===== src/rtl/tmds_encoder.sv =====
// DVI 1.0 TMDS 8b/10b encoder for one channel: stage 1 minimises transitions (q_m),
// stage 2 DC-balances against the running disparity and emits the 10-bit symbol.
module tmds_encoder #(
  parameter logic [9:0] RST_TOKEN = 10'b1101010100,
  parameter int         DISPW     = 6
) (
  input  logic                    clk_pix,
  input  logic                    rst_pix_n,
  input  logic                    de,
  input  logic [7:0]              din,
  input  logic [1:0]              ctrl,
  output logic [9:0]              tout,
  output logic signed [DISPW-1:0] disparity
);

  // Streaming pipeline with no handshake: one input is accepted and one symbol is
  // emitted on every clock, with a fixed two-cycle latency from de/din/ctrl to tout.

  localparam logic signed [DISPW-1:0] ZERO  = '0;
  localparam logic signed [DISPW-1:0] TWO   = DISPW'(2);
  localparam logic signed [DISPW-1:0] EIGHT = DISPW'(8);

  function automatic logic [3:0] ones8(input logic [7:0] v);
    logic [3:0] n;
    n = '0;
    for (int i = 0; i < 8; i++) n = n + {3'b000, v[i]};
    return n;
  endfunction

  function automatic logic [8:0] min_trans(input logic [7:0] d);
    logic [8:0] q;
    logic [3:0] n;
    logic       use_xnor;
    n        = ones8(d);
    use_xnor = (n > 4'd4) || ((n == 4'd4) && !d[0]);
    q        = '0;
    q[0]     = d[0];
    for (int i = 1; i < 8; i++)
      q[i] = use_xnor ? ~(q[i-1] ^ d[i]) : (q[i-1] ^ d[i]);
    q[8] = ~use_xnor;
    return q;
  endfunction

  logic [8:0]              qm;
  logic                    de_q;
  logic [1:0]              ctrl_q;
  logic signed [DISPW-1:0] cnt;

  logic [9:0]              tout_next;
  logic signed [DISPW-1:0] cnt_next;
  logic [3:0]              n1;
  logic signed [DISPW-1:0] n1_s;
  logic signed [DISPW-1:0] diff;
  logic                    qm8;

  always_comb begin
    tout_next = RST_TOKEN;
    cnt_next  = cnt;
    n1        = ones8(qm[7:0]);
    n1_s      = DISPW'(n1);
    diff      = n1_s + n1_s - EIGHT;  // n1 - n0
    qm8       = qm[8];
    if (!de_q) begin
      case (ctrl_q)
        2'b00:   tout_next = 10'b1101010100;
        2'b01:   tout_next = 10'b0010101011;
        2'b10:   tout_next = 10'b0101010100;
        default: tout_next = 10'b1010101011;
      endcase
      cnt_next = ZERO;
    end else if ((cnt == ZERO) || (n1 == 4'd4)) begin
      tout_next = {~qm8, qm8, qm8 ? qm[7:0] : ~qm[7:0]};
      cnt_next  = qm8 ? (cnt + diff) : (cnt - diff);
    end else if (((cnt > ZERO) && (n1 > 4'd4)) || ((cnt < ZERO) && (n1 < 4'd4))) begin
      tout_next = {1'b1, qm8, ~qm[7:0]};
      cnt_next  = cnt - diff + (qm8 ? TWO : ZERO);
    end else begin
      tout_next = {1'b0, qm8, qm[7:0]};
      cnt_next  = cnt + diff - (qm8 ? ZERO : TWO);
    end
  end

  always_ff @(posedge clk_pix) begin
    if (!rst_pix_n) begin
      qm     <= '0;
      de_q   <= 1'b0;
      ctrl_q <= 2'b00;
      tout   <= RST_TOKEN;
      cnt    <= ZERO;
    end else begin
      qm     <= min_trans(din);
      de_q   <= de;
      ctrl_q <= ctrl;
      tout   <= tout_next;
      cnt    <= cnt_next;
    end
  end

  assign disparity = cnt;

endmodule


===== config.mk =====
export PLATFORM = sky130hd
export DESIGN_NAME = tmds_encoder
export DESIGN_NICKNAME = d
export VERILOG_FILES = /design/src/rtl/tmds_encoder.sv
export SDC_FILE = /design/constraint.sdc
export NUM_CORES = 1
export LEC_CHECK = 0
export BUFFER_PORTS_ARGS = -buffer_cell sky130_fd_sc_hd__buf_2
export CAP_MARGIN = 20
export CELL_PAD_IN_SITES_DETAIL_PLACEMENT = 0
export CELL_PAD_IN_SITES_GLOBAL_PLACEMENT = 1
export CORE_MARGIN = 2
export CORE_UTILIZATION = 30
export CTS_CLUSTER_SIZE = 20
export DETAILED_ROUTE_END_ITERATION = 12
export PLACE_DENSITY = 0.66
export SYNTH_ARGS = -nofsm -noshare
export SYNTH_HDL_FRONTEND = slang
export SYNTH_SLANG_ARGS = --single-unit

===== constraint.sdc =====
create_clock -name clk_pix -period 12.9 [get_ports clk_pix]
set_clock_uncertainty 0.15 [all_clocks]
set_input_delay 2.58 -clock clk_pix [delete_from_list [all_inputs] [get_ports clk_pix]]
set_output_delay 2.58 -clock clk_pix [all_outputs]
set_load 0.01 [all_outputs]

== Word-level counts from Yosys, hierarchy flattened ==
Cells that the tools add are included.
Word-level totals
  register bits after elaboration: 28
  logic and storage cells: 78
Operators by class
  equal/unequal tests: 4
  reduce and logical (&&, ||, !) cells: 10
  bitwise gates (word level): 17
  multiplexer cells: 17
  $lt $le $gt $ge: 5
  add/sub/neg operators: 20
Operators by type and width (number)
  $add A4 B1 Y4: 8
  $mux W10: 3
  $pmux W10 S3: 1
  $mux W6: 3
  $not A1 Y1: 9
  $add A3 B1 Y4: 2
  $eq A4 B3 Y1 const B: 2
  $gt A4 B3 Y1 const B: 2
  $mux W8: 1
  $not A8 Y8: 1
  $mux W1: 7
  $xor A1 B1 Y1: 7
  $add A2 B1 Y3: 2
  $add A6 B3 Y6: 1
  $add A6 B6 Y6: 1
  $gt A6 B1 Y1 const B: 1
  $logic_not A6 Y1: 1
  $lt A6 B1 Y1 const B: 1
  $sub A5 B4 Y6 const B: 1
  $sub A6 B3 Y6: 1
  $sub A6 B6 Y6: 1
  $add A4 B4 Y5: 1
  $add A1 B1 Y2: 2
  $lt A4 B3 Y1 const B: 1
  other kinds (8): 13

== Logic depth before layout (Yosys ltp) ==
Gate-level depths: netlist (run 1).
  word-level depth: 29
  gate-level depth with buffers: 17

== Worst setup path after synthesis (run 1) ==
Ideal clock, no wire load.
  path kind: input -> register
  start point: input din[0]
  end point: register qm[5]
  buffers on the path: 0
  path slack: 7108 ps
  stages: 12
  arrival: 5523 ps
  path through: inv_1 -> fa_1 -> fa_1 -> fa_1 -> inv_1 -> ha_1 -> fa_1 -> nor3_1 -> o22ai_1 -> xnor2_1 -> xnor2_1 -> nor2_1
Between the ends
  longest elaborated chain between the ends: 23
  elaborated cells between the ends (all ways): 27
  those cells by class: add/sub: 7; order compare: 1; eq/ne: 1; mux: 5; bitwise: 10; reduce/logical: 3
Ends and longest elaborated chain
  start: declaration: line 10  | input logic [7:0] din,
  branches (longest 22 deep; another with $add A3 B1 Y4)
  $mux W1 *: line 39  | q[i] = use_xnor ? ~(q[i-1] ^ d[i]) : (q[i-1] ^ d[i]);
  end signal: assignment: line 91  | qm <= min_trans(din);
  end: declaration: line 44  | logic [8:0] qm;
Mark *: on every way between the ends.
A chain may end at the register's enable or synchronous reset.

== Worst setup path in the final report (run 1) ==
  start point: input din[0]
  end point: register qm[7]
Between the ends
  longest elaborated chain between the ends: 29
  elaborated cells between the ends (all ways): 33
  those cells by class: add/sub: 7; order compare: 1; eq/ne: 1; mux: 7; bitwise: 14; reduce/logical: 3
Ends and longest elaborated chain (line)
  branches (longest 28 deep; another with $add A3 B1 Y4)
  $mux W1 *: 39
Marked as above.

==> out/results.md, run 1 <==
| Parameter | Reported |
|---|---|
| CP max stage cell | fa_1 |
| Distinct cell type count after synthesis | 38 |
| Post-synth net total | 282 |
| Per-cell via count in the routed design | 4.45 |
| Number of sinks handled by clock tree synthesis | 27 |
| Global-route wire length before repair | 6620 um |
| Final Hold Violating Endpoints | 0 |
| Critical path required time | 12.93 ns |
| Synthesized area divided by synthesized cell count | 8.96 um^2 |
| GRT overflow | 0 |
| Via Count | 1498 |
| Seq/Total Area, Yosys | 0.261 |
| DRC | 0 |
| Worst reg2reg path depth | 15 |
| Peak-usage layer in the global routing report | met2 |
| Unrepaired setup endpoints after global routing | false |
| Outcome | complete, no violations |
| Critical path's top delay family | adder cells |
| Cell area after synthesis | 2070 um^2 |
| Vert. Die Dim | 87.1 um |
| Number of maximum-capacitance violations | 0 |
| Least setup slack across all paths after layout | 7.13 ns |
| Max Clk Rate | 173 MHz |
| CP Buf/Inv Count | 3 |
| Worst stage delay on the critical path | 0.57 ns |
| Synth Area in XOR/XNOR | 0.140 |
| Final HPWL DP | 3390 um |
| Number of routed nets with antenna violations | 0 |
| Via count of the first global-routing pass | 1472 |
| Resized cells post-CTS | 0 |
| Simple-gate area share of the yosys netlist | 0.121 |
| Crit. End Element | flop |
| GR Util All Layers | 0.111 |
| Clock tree from TritonCTS | done |
| Number of buffers inserted for hold repair after clock tree synthesis | 0 |
| Post-Synth Adder-Cell Area | 0.262 |
| Post-synth top flop | dfxtp_1 |
| Crit path time final | 5.77 ns |
| # nets final | 309 |
| Type of the worst setup path | in -> reg |
| H-tree Lvls | 1 |
| Maximum number of pins on one net before global-route repair | 18 |
| RR Startpoint | qm[0] |
| Buffers inserted during post-CTS setup optimization | 0 |
| Cts bufs inserted | 3 |
| Most used cells in the layout excluding fill and tap cells | inv_1 (37), ha_1 (29), dfxtp_1 (27), buf_2 (27), xnor2_1 (26) |
| Clock input transition at the sequential cells of the worst setup and hold paths | 0.10 ns |
| Post-Place Setup Slack | 6.79 ns |
| Worst hold stages | 2 |
| Combinational family with the most area after synthesis | adder cells |
| Type of element launching the critical path | primary input |
| Portion of the clock cycle consumed by the worst path in the final layout | 0.447 |
| Remaining max-slew budget at the tightest pin | 0.594 |
| Most common cell on crit path | fa_1 |
| Placeable Area | 6720 um^2 |
| Area overhead of the layout relative to synthesis | 12.1% |
| Area enclosed by the die boundary | 7580 um^2 |
| Number of placement rows | 30 |
| Final core occ | 0.346 |
| Count of final max-slew check failures | 0 |
| Multiplexer fraction of the synthesized cell area | 0.0145 |
| Count of flip-flops with a built-in enable after synthesis | 0 |
| Met2 capacity usage during global routing | 0.204 |
| Total I/O pin count | 29 |
| Seq cells post-synth | 27 |
| Arrival time at the worst endpoint | 5.80 ns |
| Wirelength per Cell | 11.7 um |
| Insertion delay of the later-clocked pin in the worst-skew pair | 0.28 ns |
| Number of antenna violations at the first check in global routing | 0 |
| Leading cell type in the layout, fill and taps excluded | inv_1 |
| # port buffers | 27 |
| Start point of the worst hold path | qm[0] |
| Final count of negative-setup-slack endpoints | 0 |
| Clock tree buffer depth | 2 |
| Hold path endpoint | tout[0] |
| Global routing met3 resource utilization | 0.0180 |
| Worst R2R Setup Slack | 8.10 ns |
| Antenna diode count | 0 |
| Critical Path Stages | 13 |
| Fraction of synthesis flops using an asynchronous set or reset pin | 0 |
| Endpoint of the most critical register-to-register path | disparity[4] |
| Clock root buffer | clkbuf_8 |
| Violation count after the first detailed-route iteration | 65 |
| Tightest Hold Check Type | reg -> reg |
| Slew at the pin closest to its max-slew limit | 0.604 ns |
| Number of warning messages in the yosys log | 0 |
| Sum of negative setup slack | 0 ns |
| Total iterations of the first detailed-routing run | 4 |
| Met1 Track Usage GR | 0.134 |
| Layout cells sized above 1 | 0.144 |
| Maximum net fanout on the critical path | 3 |
| Post-synthesis compound-gate area fraction | 0.117 |
| Cell count after synthesis | 231 |
| Horizontal extent of the die | 87.1 um |
| Starting density of the core | 0.308 |
| Final RePlAce weighted congestion | 0.814 |
| WL final | 3950 um |
| CP cell instances | buf_2, inv_1, fa_1, fa_1, fa_1, inv_1, ha_1, fa_1, nor3_1, o22ai_1, xnor2_1, xnor2_1, nor2_1 |
==> logic make-up after synthesis <==
logic type | count (synthesis)
AND/OR/NAND/NOR | 49
buffers and inverters | 42
adder cells (fa/ha/maj) | 38
AO/OA/AOI/OAI | 38
XOR/XNOR | 33
flip-flops | 27
multiplexers | 3
other | 1
==> per-stage QoR <==
stage                     instances  cell area, um^2  hold slack, ns
after global placement          333             2270           0.411
final                           337             2320           0.422
after CTS                       337             2320           0.428
after detailed placement        333             2270           0.411
after global routing            337             2320           0.437
after floorplan                 231             2070           0.374
==> flip-flops by register name, summed over array words and instances (netlist names) <==
signal     cells
tout          10
qm             9
disparity      5
ctrl_q         2
de_q           1
==> routing by layer <==
layer / wire length [um] / up-vias / share of wire
met5: 0 / - / 0
met4: 59 / 0 / 0.015
met3: 103 / 6 / 0.026
met2: 2060 / 20 / 0.52
met1: 1730 / 681 / 0.44
li1: - / 791 / -
==> worst register-to-register path, delay by kind of cell, from the launching register on <==
family	cells	cell delay, ns
DFF	1	0.35
AOI/OAI and AO/OA	2	0.60
xor gates and xnor gates	1	0.15
and+or+nand+nor	3	0.83
adders and majority gates	6	2.45
buffers and inverters	3	0.20
==> Yosys cell counts (2+ instances only) <==
| cell type | count | area share |
|---|---|---|
| ha_1 | 29 | 0.18 |
| xor2_1 | 7 | 0.030 |
| and2_1 | 7 | 0.021 |
| nand2_1 | 7 | 0.013 |
| a21oi_1 | 17 | 0.041 |
| fa_1 | 9 | 0.087 |
| buf_4 | 2 | 0.0072 |
| dfxtp_1 | 27 | 0.26 |
| clkbuf_1 | 2 | 0.0036 |
| o21ai_0 | 2 | 0.0048 |
| inv_1 | 37 | 0.067 |
| mux2i_1 | 3 | 0.015 |
| nor2_1 | 18 | 0.033 |
| nand3_1 | 4 | 0.0097 |
| o211ai_1 | 3 | 0.011 |
| or3_1 | 2 | 0.0060 |
| a211oi_1 | 3 | 0.011 |
| o21bai_1 | 4 | 0.015 |
| nor3_1 | 4 | 0.0097 |
| xnor2_1 | 26 | 0.11 |
==> how the worst max path moves through the flow <==
stage                start    end  slack (ns)
floorplan           din[0]  qm[5]        7.11
global placement    din[0]  qm[7]        6.88
detailed placement  din[0]  qm[5]        6.79
CTS                 din[0]  qm[5]        7.10
global route        din[0]  qm[7]        6.94
finish              din[0]  qm[7]        7.13
==> area by class of cell <==
class / instances / area (um^2)
flip-flops and latches: 27 / 541
fillers: 708 / 4400
repair buffers: 27 / 135
inverters: 37 / 139
multi-input cells: 162 / 1360
well taps: 80 / 100
clock buffers: 3 / 41.3
clock inverters: 1 / 8.76
Power of run 1 is left out: the tool's default activity adds up to more than one toggle a clock period on the data nets, which glitch-free logic cannot reach.
==> run 2, diff against run 1 <==
--- a/config.mk
+++ b/config.mk
@@ -13,7 +13,7 @@
 export CORE_UTILIZATION = 30
 export CTS_CLUSTER_SIZE = 20
 export DETAILED_ROUTE_END_ITERATION = 12
-export PLACE_DENSITY = 0.66
+export PLACE_DENSITY = 0.69
 export SYNTH_ARGS = -nofsm -noshare
 export SYNTH_HDL_FRONTEND = slang
 export SYNTH_SLANG_ARGS = --single-unit
==> constraint.sdc (replaced) <==
create_clock -name clk_pix -period 5.3 [get_ports clk_pix]
set_clock_uncertainty 0.15 [all_clocks]
set_input_delay 1.06 -clock clk_pix [delete_from_list [all_inputs] [get_ports clk_pix]]
set_output_delay 1.06 -clock clk_pix [all_outputs]
set_load 0.01 [all_outputs]
==> out/results.md, run 2 (same netlist as run 1, synthesis figures left out) <==
| Parameter | Reported | Delta |
|---|---|---|
| Outcome | complete, no violations |  |
| GR Util All Layers | 0.112 | +0.000659 |
| Final HPWL DP | 3410 um | +0.42% |
| Portion of the clock cycle consumed by the worst path in the final layout | 0.889 |  |
| Violation count after the first detailed-route iteration | 53 | -18% |
| Final core occ | 0.345 | -0.000559 |
| WL final | 4010 um | +1.4% |
| Number of routed nets with antenna violations | 0 | unchanged |
| Critical path required time | 5.35 ns | -7.58 ns |
| Least setup slack across all paths after layout | 0.590 ns | -6.54 ns |
| Type of the worst setup path | reg -> reg |  |
| Total I/O pin count | 29 | unchanged |
| Count of non-filler cells in the finished layout | 337 | unchanged |
| Area enclosed by the die boundary | 7580 um^2 | unchanged |
| Max Clk Rate | 212 MHz |  |
| Antenna diode count | 0 | unchanged |
| Type of element launching the critical path | flop |  |
| Final RePlAce weighted congestion | 0.825 | +1.4% |
| Final Hold Violating Endpoints | 0 | unchanged |
| Vert. Die Dim | 87.1 um | unchanged |
| Maximum number of pins on one net before global-route repair | 16 | -2 |
| Leading cell type in the layout, fill and taps excluded | inv_1 |  |
| Count of fill cells added during filler insertion | 705 | -0.42% |
| Most used cells in the layout excluding fill and tap cells | inv_1 (37), ha_1 (29), dfxtp_1 (27), buf_2 (27), xnor2_1 (26) |  |
| Cts bufs inserted | 3 | unchanged |
| Reg with most FFs | tout |  |
| Maximum net fanout on the critical path | 5 | +2 |
| # port buffers | 27 | unchanged |
| Wirelength per Cell | 11.9 um | +1.4% |
| Starting density of the core | 0.308 | unchanged |
| Clock input transition at the sequential cells of the worst setup and hold paths | 0.09 ns | about the same |
| GRT overflow | 0 | unchanged |
| Tightest Hold Check Type | reg -> reg |  |
| DRC | 0 | unchanged |
| Crit path time final | 4.71 ns |  |
| Number of sinks handled by clock tree synthesis | 27 | unchanged |
| Via Count | 1523 | +1.7% |
| Post-Place Setup Slack | 0.576 ns | -6.21 ns |
| Count of final max-slew check failures | 0 | unchanged |
| Layout cells sized above 1 | 0.144 | unchanged |
| Unrepaired setup endpoints after global routing | false |  |
| Post-Place Cells | 333 | unchanged |
| Sum of negative setup slack | 0 ns | unchanged |
| H-tree Lvls | 1 | unchanged |
| Clock tree buffer depth | 2 | unchanged |
| Resized cells post-CTS | 0 | unchanged |
| Slew at the pin closest to its max-slew limit | 0.610 ns | +0.00540 ns |
| Remaining max-slew budget at the tightest pin | 0.590 | -0.00363 |
| Number of placement rows | 30 | unchanged |
| Number of buffers inserted for hold repair after clock tree synthesis | 0 | unchanged |
| Number of maximum-capacitance violations | 0 | unchanged |
| Crit. End Element | flop |  |
| Horizontal extent of the die | 87.1 um | unchanged |
| Buffers inserted during post-CTS setup optimization | 0 | unchanged |
| Per-cell via count in the routed design | 4.52 | +1.7% |
| Area overhead of the layout relative to synthesis | 12.0% |  |
| Number of antenna violations at the first check in global routing | 0 | unchanged |
| Insertion delay of the later-clocked pin in the worst-skew pair | 0.27 ns | about the same |
| Via count of the first global-routing pass | 1496 | +1.6% |
| Clock tree from TritonCTS | done |  |
| Number of flip-flops in the largest register | 10 | unchanged |
| Arrival time at the worst endpoint | 4.76 ns | -1.04 ns |
| Total iterations of the first detailed-routing run | 4 | unchanged |
| Global-route wire length before repair | 6660 um | +0.62% |
| Placeable Area | 6720 um^2 | unchanged |
| Clock root buffer | clkbuf_8 |  |
| # nets final | 309 | unchanged |
| Final count of negative-setup-slack endpoints | 0 | unchanged |
==> run 2: through the flow <==
stage | cell area, um^2 | hold slack, ns
2_1_floorplan | 2070 | 0.374
3_3_place_gp | 2270 | 0.405
3_5_place_dp | 2270 | 0.406
4_1_cts | 2320 | 0.424
5_1_grt | 2320 | 0.466
6_report | 2320 | 0.419
==> run 2: path summary, 6_finish.rpt <==
check,from,end,slack [ns],depth (start not counted)
max,qm[0],disparity[4],0.59,16
min,qm[3],tout[3],0.42,2
max reg2reg,qm[0],disparity[4],0.59,16
min reg2reg,qm[3],tout[3],0.42,2
==> run 2: per-layer routing <==
layer  track usage  wire length [um]  vias up
li1              -                 -      792
met1         0.138              1890      709
met2         0.203              2000       20
met3        0.0152                81        2
met4        0.0298                38        0
met5             0                 0        -
==> run 2: layout make-up <==
class                   count  area (um^2)  area share
multi-input cells         162         1360       0.586
flip-flops and latches     27          541       0.233
clock buffers               3         41.3      0.0178
inverters                  37          139      0.0599
clock inverters             1         5.00     0.00216
repair buffers             27          135      0.0583
well taps                  80          100      0.0432
==> run 2: critical path, stage by stage, from the launching register on <==
cell	delay (ns)
dfxtp_1	0.36
inv_1	0.06
fa_1	0.55
fa_1	0.43
fa_1	0.49
inv_1	0.04
ha_1	0.20
fa_1	0.38
xor2_1	0.28
ha_1	0.32
ha_1	0.38
inv_1	0.11
a21oi_1	0.27
nor2_4	0.07
xnor2_1	0.12
or3_1	0.30
a31oi_1	0.15
Power of run 2 is left out for the same reason.
